`src/rtl/mult_rr_scheduler.sv`:
```
// rtl/mult_rr_scheduler.sv - round-robin shared shift-add unsigned multiplier
//
// Purpose:
//   NREQ requesters share one sequential shift-add multiplier. A round-robin
//   arbiter picks one pending requester, latches its operands and runs the
//   multiply for WIDTH cycles. The product comes back tagged with the
//   requester's index.
//
// Ports:
//   CLK            in   1            rising-edge clock
//   RST            in   1            asynchronous active-high reset
//   req            in   NREQ         req[i]=1: requester i wants a multiply
//   in_a           in   NREQ*WIDTH   multiplicands, slice i = in_a[i*WIDTH +: WIDTH]
//   in_b           in   NREQ*WIDTH   multipliers, same slicing
//   gnt            out  NREQ         one-hot single-cycle pulse: operands of i taken
//   busy           out  1            high while a multiply is running
//   Product        out  2*WIDTH      result, held until the next grant
//   Product_Valid  out  1            single-cycle pulse: Product/Product_Id valid
//   Product_Id     out  IDW          requester index that owns Product

module mult_rr_scheduler #(
   parameter int NREQ  = 4,
   parameter int WIDTH = 8,
   localparam int IDW  = $clog2(NREQ)
) (
   input  logic                    CLK,
   input  logic                    RST,
   input  logic [NREQ-1:0]         req,
   input  logic [NREQ*WIDTH-1:0]   in_a,
   input  logic [NREQ*WIDTH-1:0]   in_b,
   output logic [NREQ-1:0]         gnt,
   output logic                    busy,
   output logic [2*WIDTH-1:0]      Product,
   output logic                    Product_Valid,
   output logic [IDW-1:0]          Product_Id
);

   // Step counter only needs to reach WIDTH-1; the last step is detected by compare.
   localparam int SW = (WIDTH > 1) ? $clog2(WIDTH) : 1;

   typedef enum logic {
      IDLE = 1'b0,
      RUN  = 1'b1
   } state_t;

   state_t              state;
   logic [IDW-1:0]      last;
   logic [SW-1:0]       step;
   logic [WIDTH-1:0]    mplicand;

   // ------------------------------------------------------------------
   // Round-robin winner selection.
   // The request vector is rotated so that index last+1 sits at bit 0;
   // the lowest set bit of the rotated vector is then the winner's offset
   // from last+1. NREQ is a power of two, so IDW-bit adds wrap mod NREQ.
   // ------------------------------------------------------------------
   logic [IDW-1:0]      start;
   logic [2*NREQ-1:0]   req_dbl;
   logic [2*NREQ-1:0]   req_rot_full;
   logic [NREQ-1:0]     req_rot;
   logic [IDW-1:0]      win_off;
   logic [IDW-1:0]      winner;

   always_comb begin
      start        = last + IDW'(1);
      req_dbl      = {req, req};
      req_rot_full = req_dbl >> start;
      req_rot      = req_rot_full[NREQ-1:0];
      win_off      = '0;
      // Scan downward so the lowest set bit is the one that sticks.
      for (int i = NREQ - 1; i >= 0; i--) begin
         if (req_rot[i]) begin
            win_off = IDW'(i);
         end
      end
      winner = start + win_off;
   end

   // Operands of the current winner.
   logic [WIDTH-1:0]    a_sel;
   logic [WIDTH-1:0]    b_sel;

   always_comb begin
      a_sel = in_a[winner*WIDTH +: WIDTH];
      b_sel = in_b[winner*WIDTH +: WIDTH];
   end

   // ------------------------------------------------------------------
   // One shift-add step. Product holds {partial sum, remaining multiplier}.
   // The add is one bit wider than Product so the carry out of the upper
   // half is not lost; after the right shift it lands in Product's MSB.
   // ------------------------------------------------------------------
   logic [2*WIDTH:0]    sum;
   logic [2*WIDTH-1:0]  prod_next;

   always_comb begin
      sum = {1'b0, mplicand, {WIDTH{1'b0}}} + {1'b0, Product};
      if (Product[0]) begin
         prod_next = sum[2*WIDTH:1];
      end else begin
         prod_next = {1'b0, Product[2*WIDTH-1:1]};
      end
   end

   // ------------------------------------------------------------------
   // Control FSM with registered outputs.
   // Product_Valid is only set on the final RUN edge, so the IDLE cycle in
   // which it is high can already arbitrate and grant the next requester.
   // ------------------------------------------------------------------
   always_ff @(posedge CLK or posedge RST) begin
      if (RST) begin
         state         <= IDLE;
         gnt           <= '0;
         busy          <= 1'b0;
         Product       <= '0;
         Product_Valid <= 1'b0;
         Product_Id    <= '0;
         step          <= '0;
         mplicand      <= '0;
         // Pointer at NREQ-1 makes requester 0 the first to be searched.
         last          <= IDW'(NREQ - 1);
      end else begin
         gnt           <= '0;
         Product_Valid <= 1'b0;
         case (state)
            IDLE: begin
               if (|req) begin
                  gnt        <= {{(NREQ-1){1'b0}}, 1'b1} << winner;
                  last       <= winner;
                  Product_Id <= winner;
                  mplicand   <= a_sel;
                  Product    <= {{WIDTH{1'b0}}, b_sel};
                  step       <= '0;
                  busy       <= 1'b1;
                  state      <= RUN;
               end
            end
            RUN: begin
               // Requests and operand inputs are deliberately ignored here.
               Product <= prod_next;
               step    <= step + SW'(1);
               if (step == SW'(WIDTH - 1)) begin
                  Product_Valid <= 1'b1;
                  busy          <= 1'b0;
                  state         <= IDLE;
               end
            end
            default: begin
               state <= IDLE;
               busy  <= 1'b0;
            end
         endcase
      end
   end

endmodule
```
`config.mk`:
```
export PLATFORM = sky130hd
export DESIGN_NAME = mult_rr_scheduler
export DESIGN_NICKNAME = d
export VERILOG_FILES = /design/src/rtl/mult_rr_scheduler.sv
export SDC_FILE = /design/constraint.sdc
export NUM_CORES = 1
export LEC_CHECK = 0
export CAP_MARGIN = 40
export CELL_PAD_IN_SITES_DETAIL_PLACEMENT = 1
export CELL_PAD_IN_SITES_GLOBAL_PLACEMENT = 1
export CORE_ASPECT_RATIO = 1.4
export CORE_MARGIN = 5
export CORE_UTILIZATION = 33
export DETAILED_ROUTE_END_ITERATION = 6
export GPL_TIMING_DRIVEN = 0
export PLACE_DENSITY = 0.82
export SYNTH_ARGS = -nofsm -noshare
export SYNTH_HDL_FRONTEND = slang
export SYNTH_SLANG_ARGS = --single-unit
```
`constraint.sdc`:
```
create_clock -name CLK -period 3.55 [get_ports CLK]
set_clock_uncertainty 0.05 [all_clocks]
set_input_delay 1.065 -clock CLK [delete_from_list [all_inputs] [get_ports CLK]]
set_output_delay 1.065 -clock CLK [all_outputs]
set_load 0.01 [all_outputs]
```
Word level (Yosys, flattened, before mapping)
Index checks and enable logic that the tools add are counted.

Word-level logic and storage cells: 43. Register bits: 38. Bits of input ports: 70. Output and inout port bits: 24.

Bitwise logic cells: 1. Reduce and logical (&&, ||, !) cells: 3. Multiplexer cells: 19. Add/subtract/negate cells: 4. Equality and inequality tests: 3. Shift-type cells: 4.

Operators with widths (count): $shiftx 32x6->8 (2); $mux 16 (2); $pmux 16 s2 (1); $add 16x16->17 (1); $mux 2 (4); $mux 4 (2); $shr 8x2->4 (1); $mux 1 (6); $pmux 3 s2 (1); $pmux 1 s2 (2); $reduce_and 2->1 (2); $reduce_or 4->1 (1); $shl 1x2->4 const A (1); $add 3x1->3 const B (1); $eq 3x3->1 const B (1); $mux 3 (1); $add 2x1->2 const B (1); $add 2x2->2 (1); $ne 2x1->1 const B (1); $ne 2x2->1 const B (1); $not 1->1 (1).

Logic depth before layout (Yosys ltp)
Depth in word-level cells: 10. Mapped depth: 16. Depth with buffers taken out: 12.

Least setup slack after synthesis
Ideal clock, no wire load.

Kind: input -> register. Start: in req[3]. End: reg mplicand[1]. Stages on the path: 12. Setup time: 125 ps. Arrival time: 3579 ps. Setup slack: -203 ps. Path buffers: 3. Data required time: 3375 ps. Cell sequence: buf_4 -> or4_1 -> o2111ai_1 -> ha_1 -> xor2_1 -> xnor2_1 -> and3_1 -> or2_1 -> buf_6 -> buf_6 -> mux4_2 -> mux2_2.

Longest elaborated chain between the ends: 7. Elaborated cells between the ends (all ways): 9. Classes of those cells: 1 x add/sub; 2 x shift; 4 x mux; 2 x reduce/logical.

Ends and longest elaborated chain: start: declaration (line 28) `input logic [NREQ-1:0] req,`; $shr 8x2->4 (line 67) `req_rot_full = req_dbl >> start;`; $mux 2 (4 in a row) (line 72) `if (req_rot[i]) begin`; $add 2x2->2 (line 76) `winner = start + win_off;`; $shiftx 32x6->8 (line 84) `a_sel = in_a[winner*WIDTH +: WIDTH];`; end signal: assignment (line 131) `mplicand <= a_sel;`; end: declaration (line 49) `logic [WIDTH-1:0] mplicand;`.

Several ways; a longest one is shown, not always the timed one. A chain may end at the register's enable or synchronous reset.

Worst setup path after layout
Start: in req[2]. End: reg Product[2].

Longest elaborated chain between the ends: 9. Elaborated cells between the ends (all ways): 11. Classes of those cells: 1 x add/sub; 1 x eq/ne; 2 x shift; 6 x mux; 1 x reduce/logical.

Ends and longest elaborated chain: $shr 8x2->4 (line 67); $mux 2 (4 in a row) (line 72); $add 2x2->2 (line 76); $shiftx 32x6->8 (line 85) `b_sel = in_b[winner*WIDTH +: WIDTH];`; $mux 16 (line 127) `if (|req) begin`; $pmux 16 s2 (line 125) `case (state)`; end signal: assignment (line 132) `Product <= {{WIDTH{1'b0}}, b_sel};`; end signal: assignment (line 140) `Product <= prod_next;`; end: declaration (line 33) `output logic [2*WIDTH-1:0] Product,`.

Several ways; a longest one is shown, not always the timed one. The select of a mux whose other input is x is not followed.

==> impl_results.html <==
<table>
<tr><th>Metric</th><th>Value</th></tr>
<tr><th colspan="2">Setup path</th></tr>
<tr><td>Reg2reg start</td><td>last[0]$_DFFE_PP1P_</td></tr>
<tr><td>Worst endpoint data arrival time</td><td>approximately 3700 ps</td></tr>
<tr><td>R2r endpoint</td><td>Product[2]$_DFFE_PP0P_</td></tr>
<tr><td>Delay of the slowest critical-path stage</td><td>roughly 480 ps</td></tr>
<tr><td>Critical Path Source Type</td><td>input port</td></tr>
<tr><td>Crit Path Class</td><td>input port to flip-flop</td></tr>
<tr><td>CP most frequent cell</td><td>buf_6</td></tr>
<tr><td>Critical Path End Type</td><td>flip-flop</td></tr>
<tr><td>Cell-by-cell trace of the critical path</td><td>buf_6 -&gt; nor2_2 -&gt; or4_4 -&gt; o2111ai_2 -&gt; ha_2 -&gt; xor2_2 -&gt; xnor2_1 -&gt; and3_1 -&gt; or2_1 -&gt; buf_6 -&gt; buf_12 -&gt; mux4_2 -&gt; a221o_1</td></tr>
<tr><td>Biggest fanout along the worst timing path</td><td>7</td></tr>
<tr><td>Highest-delay cell along the critical path</td><td>or4_4</td></tr>
<tr><td>Worst Path Required</td><td>approximately 3700 ps</td></tr>
<tr><td>CP startpoint</td><td>req[2]</td></tr>
<tr><td>Worst Reg2Reg Path Length in Cells</td><td>15</td></tr>
<tr><td>Worst setup path endpoint</td><td>Product[2]$_DFFE_PP0P_</td></tr>
<tr><td>Register-to-register path setup slack</td><td>250 ps</td></tr>
<tr><th colspan="2">CTS</th></tr>
<tr><td>Clock-pin slew on the worst setup and hold paths</td><td>~80 ps</td></tr>
<tr><td>Insertion delay of the later-clocked pin in the worst-skew pair</td><td>about 290 ps</td></tr>
<tr><td>Maximum clock path buffer count</td><td>2</td></tr>
<tr><td>TritonCTS Buffers</td><td>5</td></tr>
<tr><td>Buffer type at the clock tree root</td><td>clkbuf_8</td></tr>
<tr><td>TritonCTS clock tree</td><td>yes</td></tr>
<tr><td>Clock tree sinks</td><td>38</td></tr>
<tr><td>CTS H-Tree Depth</td><td>2</td></tr>
<tr><th colspan="2">Yosys</th></tr>
<tr><td>Avg Cell Area, Syn</td><td>roughly 10 µm²</td></tr>
<tr><td>Synth Area in Compound Gates</td><td>0.190</td></tr>
<tr><td>Distinct cell type count after synthesis</td><td>between 40 and 50</td></tr>
<tr><td>Proportion of synthesized area in mux cells</td><td>0.131</td></tr>
<tr><td>XOR/XNOR share of the synthesized area</td><td>0.0178</td></tr>
<tr><td>Register bit total from synthesis</td><td>38</td></tr>
<tr><td>Adder-cell share of the synthesized area</td><td>0.0640</td></tr>
<tr><td>Sequential share of the synthesized area</td><td>0.387</td></tr>
<tr><td>Yosys warning total</td><td>0</td></tr>
<tr><td>Post-synth net total</td><td>331</td></tr>
<tr><td>Post-synth EDFFs</td><td>0</td></tr>
<tr><td>Prevailing post-synth register cell</td><td>dfrtp_1</td></tr>
<tr><td>Post-synthesis cell area</td><td>0.00246 mm²</td></tr>
<tr><td>Largest family of logic cells by synthesized area</td><td>compound AO/OA/AOI/OAI gates</td></tr>
<tr><td>Simple-gate share of the synthesized area</td><td>0.149</td></tr>
<tr><td>Gate Count Post-Synth</td><td>~250</td></tr>
<tr><td>Async set-or-reset flop fraction in the synthesized netlist</td><td>1.00</td></tr>
<tr><th colspan="2">Floorplanning</th></tr>
<tr><td>Effective utilization at floorplan</td><td>0.337</td></tr>
<tr><td>Number of primary I/O pins</td><td>94</td></tr>
<tr><td>Row Count</td><td>37</td></tr>
<tr><td>Standard cell core area</td><td>around 0.0073 mm²</td></tr>
<tr><td>Chip Height</td><td>about 110 µm</td></tr>
<tr><td>Die width</td><td>between 80 and 90 µm</td></tr>
<tr><td>Die ar.</td><td>0.00932 mm²</td></tr>
<tr><th colspan="2">Global routing</th></tr>
<tr><td>Remaining global-route overflow</td><td>0</td></tr>
<tr><td>Met3 track utilization from global routing</td><td>0.0257</td></tr>
<tr><td>Met1 layer usage reported by global route</td><td>0.197</td></tr>
<tr><td>GR peak layer</td><td>met2</td></tr>
<tr><td>Maximum number of pins on one net before global-route repair</td><td>39</td></tr>
<tr><td>GRT Total Usage</td><td>0.181</td></tr>
<tr><td>Wire length of the first global-routing pass</td><td>between 10 and 15 mm</td></tr>
<tr><td>Global routing usage on met2</td><td>0.340</td></tr>
<tr><td>Vias in the first global route</td><td>roughly 2,600</td></tr>
<tr><td>Initial antenna violation count</td><td>0</td></tr>
<tr><th colspan="2">Finish</th></tr>
<tr><td>Number of diodes added for antenna fixing</td><td>0</td></tr>
<tr><td>Core utilization of the finished layout</td><td>0.513</td></tr>
<tr><td># nets final</td><td>433</td></tr>
<tr><td>Layout filler cell count</td><td>858</td></tr>
<tr><td>Fraction of layout cells with a size suffix above 1</td><td>0.136</td></tr>
<tr><td>Area Overhead vs Synth</td><td>52.3%</td></tr>
<tr><th colspan="2">Detailed routing</th></tr>
<tr><td>Average via count per standard cell</td><td>5.27</td></tr>
<tr><td>Drt first-iter violations</td><td>81</td></tr>
<tr><td>DRC violations left</td><td>0</td></tr>
<tr><td>1st-pass router iterations</td><td>4</td></tr>
<tr><td>Total Routed Length</td><td>between 8 and 9 mm</td></tr>
<tr><td>Routed length per instance</td><td>18.1 µm</td></tr>
<tr><td>Number of nets still failing antenna checks after routing</td><td>0</td></tr>
<tr><td>Via count</td><td>roughly 2,400</td></tr>
<tr><th colspan="2">Pwr</th></tr>
<tr><td>Static Leakage</td><td>~1.6 nW</td></tr>
<tr><td>Sequential fraction of design power</td><td>0.206</td></tr>
<tr><td>Comb pwr share</td><td>0.674</td></tr>
<tr><td>Switching Share</td><td>0.402</td></tr>
<tr><td>Sw Pwr</td><td>approximately 1.5 mW</td></tr>
<tr><td>P per Cell Area</td><td>slightly above 1000 mW/mm²</td></tr>
<tr><td>Worst supply voltage drop on vdd</td><td>approximately 0.00063 V</td></tr>
<tr><td>Internal Power</td><td>around 2.3 mW</td></tr>
<tr><td>Proportion of power drawn by the clock network</td><td>0.120</td></tr>
<tr><th colspan="2">Timing</th></tr>
<tr><td>Pin slew with the least headroom to its limit</td><td>between 800 and 900 ps</td></tr>
<tr><td>Number of pins with negative max-slew slack in the final report</td><td>0</td></tr>
<tr><td>Final hold vios</td><td>0</td></tr>
<tr><td>Maximum frequency from static timing analysis</td><td>~280 MHz</td></tr>
<tr><td>Crit share post-route</td><td>1.01</td></tr>
<tr><td>Min Clock Period, post-route</td><td>3580 ps</td></tr>
<tr><td>Setup repair after global routing missed its margin</td><td>true</td></tr>
<tr><td>Remaining max-slew budget at the tightest pin</td><td>0.455</td></tr>
<tr><td>Setup-failing EPs final</td><td>7</td></tr>
<tr><td>Hold WS</td><td>about 430 ps</td></tr>
<tr><td>Post-layout worst setup margin</td><td>-28.3 ps</td></tr>
<tr><th colspan="2">Placed design</th></tr>
<tr><td>Gp weighted congestion</td><td>0.822</td></tr>
<tr><td>Count of input and output buffers</td><td>91</td></tr>
<tr><td>HPWL Detailed</td><td>a little over 6 mm</td></tr>
<tr><td>Minimum setup slack after placement</td><td>-1100 ps</td></tr>
<tr><th colspan="2">Job</th></tr>
<tr><td>Number of max-capacitance violations reported</td><td>0</td></tr>
<tr><th colspan="2">Outcome</th></tr>
<tr><td>Violations in the final reports</td><td>setup timing</td></tr>
<tr><td>Result of the run</td><td>finished with violations</td></tr>
<tr><th colspan="2">Min path</th></tr>
<tr><td>Hold/Removal Path Class</td><td>flip-flop to flip-flop</td></tr>
</table>
## metrics by stage
step                      instances  total power [mW]  TNS (ps)  area [µm²]
after detailed placement        437              3.17    -20150        3510
after CTS                       449              3.82     -68.3        3730
after global placement          437              3.09    -17780        3510
after floorplan                 249              2.41     -1160        2480
final                           449              3.82      -129        3750
after global routing            449              4.14     -1250        3750
## synth_stat cells, types with 3 or more instances
| master | number | area share |
|---|---|---|
| a211oi_1 | 6 | 0.018 |
| mux2i_1 | 4 | 0.016 |
| and3_1 | 8 | 0.020 |
| dfrtp_1 | 36 | 0.37 |
| a21oi_1 | 5 | 0.010 |
| inv_1 | 15 | 0.023 |
| a221o_1 | 7 | 0.028 |
| nand2_1 | 27 | 0.041 |
| mux2_2 | 3 | 0.014 |
| clkbuf_1 | 16 | 0.024 |
| o211a_1 | 5 | 0.020 |
| nor3b_1 | 6 | 0.018 |
| a31oi_1 | 3 | 0.0076 |
| mux4_2 | 11 | 0.10 |
| nor2b_1 | 4 | 0.010 |
| o31ai_1 | 5 | 0.015 |
| ha_1 | 11 | 0.056 |
| o21ai_0 | 23 | 0.047 |
| xnor2_1 | 4 | 0.014 |
| nor3_1 | 5 | 0.010 |
| nor2_1 | 13 | 0.020 |
## power groups by stage
| stage | Clock (mW) | Combinational, mW | Sequential, mW |
|---|---|---|---|
| after floorplan | 0 | 1.61 | 0.805 |
| after global placement | 0 | 2.31 | 0.782 |
| after detailed placement | 0 | 2.38 | 0.793 |
| after CTS | 0.463 | 2.57 | 0.786 |
| after global routing | 0.488 | 2.84 | 0.813 |
| final | 0.457 | 2.57 | 0.786 |
## how the worst min path moves through the flow
stage	cells past startpoint	endpoint	from	slack [ps]
CTS	2	Product_Id[1]$_DFFE_PP0P_	Product_Id[1]$_DFFE_PP0P_	440
floorplan	2	mplicand[0]$_DFFE_PP0P_	mplicand[0]$_DFFE_PP0P_	400
detailed placement	2	Product_Id[1]$_DFFE_PP0P_	Product_Id[1]$_DFFE_PP0P_	420
global placement	2	Product_Id[1]$_DFFE_PP0P_	Product_Id[1]$_DFFE_PP0P_	410
global route	2	Product_Id[1]$_DFFE_PP0P_	Product_Id[1]$_DFFE_PP0P_	490
finish	2	Product_Id[1]$_DFFE_PP0P_	Product_Id[1]$_DFFE_PP0P_	430
## metal layers
layer | share of wire | vias to the layer above | wire length, µm
met3 | 0.033 | 22 | 264
met2 | 0.56 | 60 | 4550
met4 | 0.040 | 0 | 321
met1 | 0.37 | 1168 | 2970
li1 | - | 1116 | -
met5 | 0 | - | 0
## cell usage in the layout (no fill, tap or decap), types with 5 or more instances in the layout
cell             count
a211oi_1             6
clkdlybuf4s50_1     89
dfrtp_1             36
o211a_1              5
clkbuf_1            14
a221o_1              7
nand2_1             27
inv_1               14
nor2_1              12
o21ai_0             22
nor3b_1              6
ha_1                10
clkbuf_8             6
nor3_1               5
mux4_2              11
a21oi_1              5
and3_1               8
## logic make-up (layout without fill, tap and decap cells)
logic type	Yosys count	in the layout
AO/OA/AOI/OAI	67	67
XOR/XNOR	5	5
adder cells (fa/ha/maj)	12	12
buffers and inverters	35	138
flip-flops	38	38
multiplexers	18	18
AND/OR/NAND/NOR	74	74
## final cells by class
cell class,count,area [µm²],area share
multi-input combinational,176,1400,0.373
timing repair buffer,95,956,0.255
sequential,38,953,0.254
buffer,20,121,0.0324
tap,97,121,0.0324
clock buffer,6,82.6,0.0220
clock inverter,2,60.1,0.0160
inverter,15,56.3,0.0150
## registers in the layout (all words and copies together), names as in the netlist
| register | flops |
|---|---|
| Product | 16 |
| Product_Id | 2 |
| Product_Valid | 1 |
| busy | 1 |
| gnt | 4 |
| last | 2 |
| mplicand | 8 |
| state | 1 |
| step | 3 |
## worst max-delay path, delay by kind of cell
family                     cells  cell delay [ps]
muxes                          1              440
AOI/OAI and AO/OA              2              380
xor gates and xnor gates       2              260
buffers and inverters          3              360
adders and majority gates      1              220
and+or+nand+nor                4              960
## repair_timing
action | 4_1_cts | 5_1_grt
setup endpoints to repair | 22 | 15
setup buffers | 4 | 0
pin swaps | 6 | 5
resized for setup | 18 | 7
hold buffers | 0 | 0
endpoints found under the hold margin | 0 | 0
Note: power is estimated with default switching activity, not from simulation.
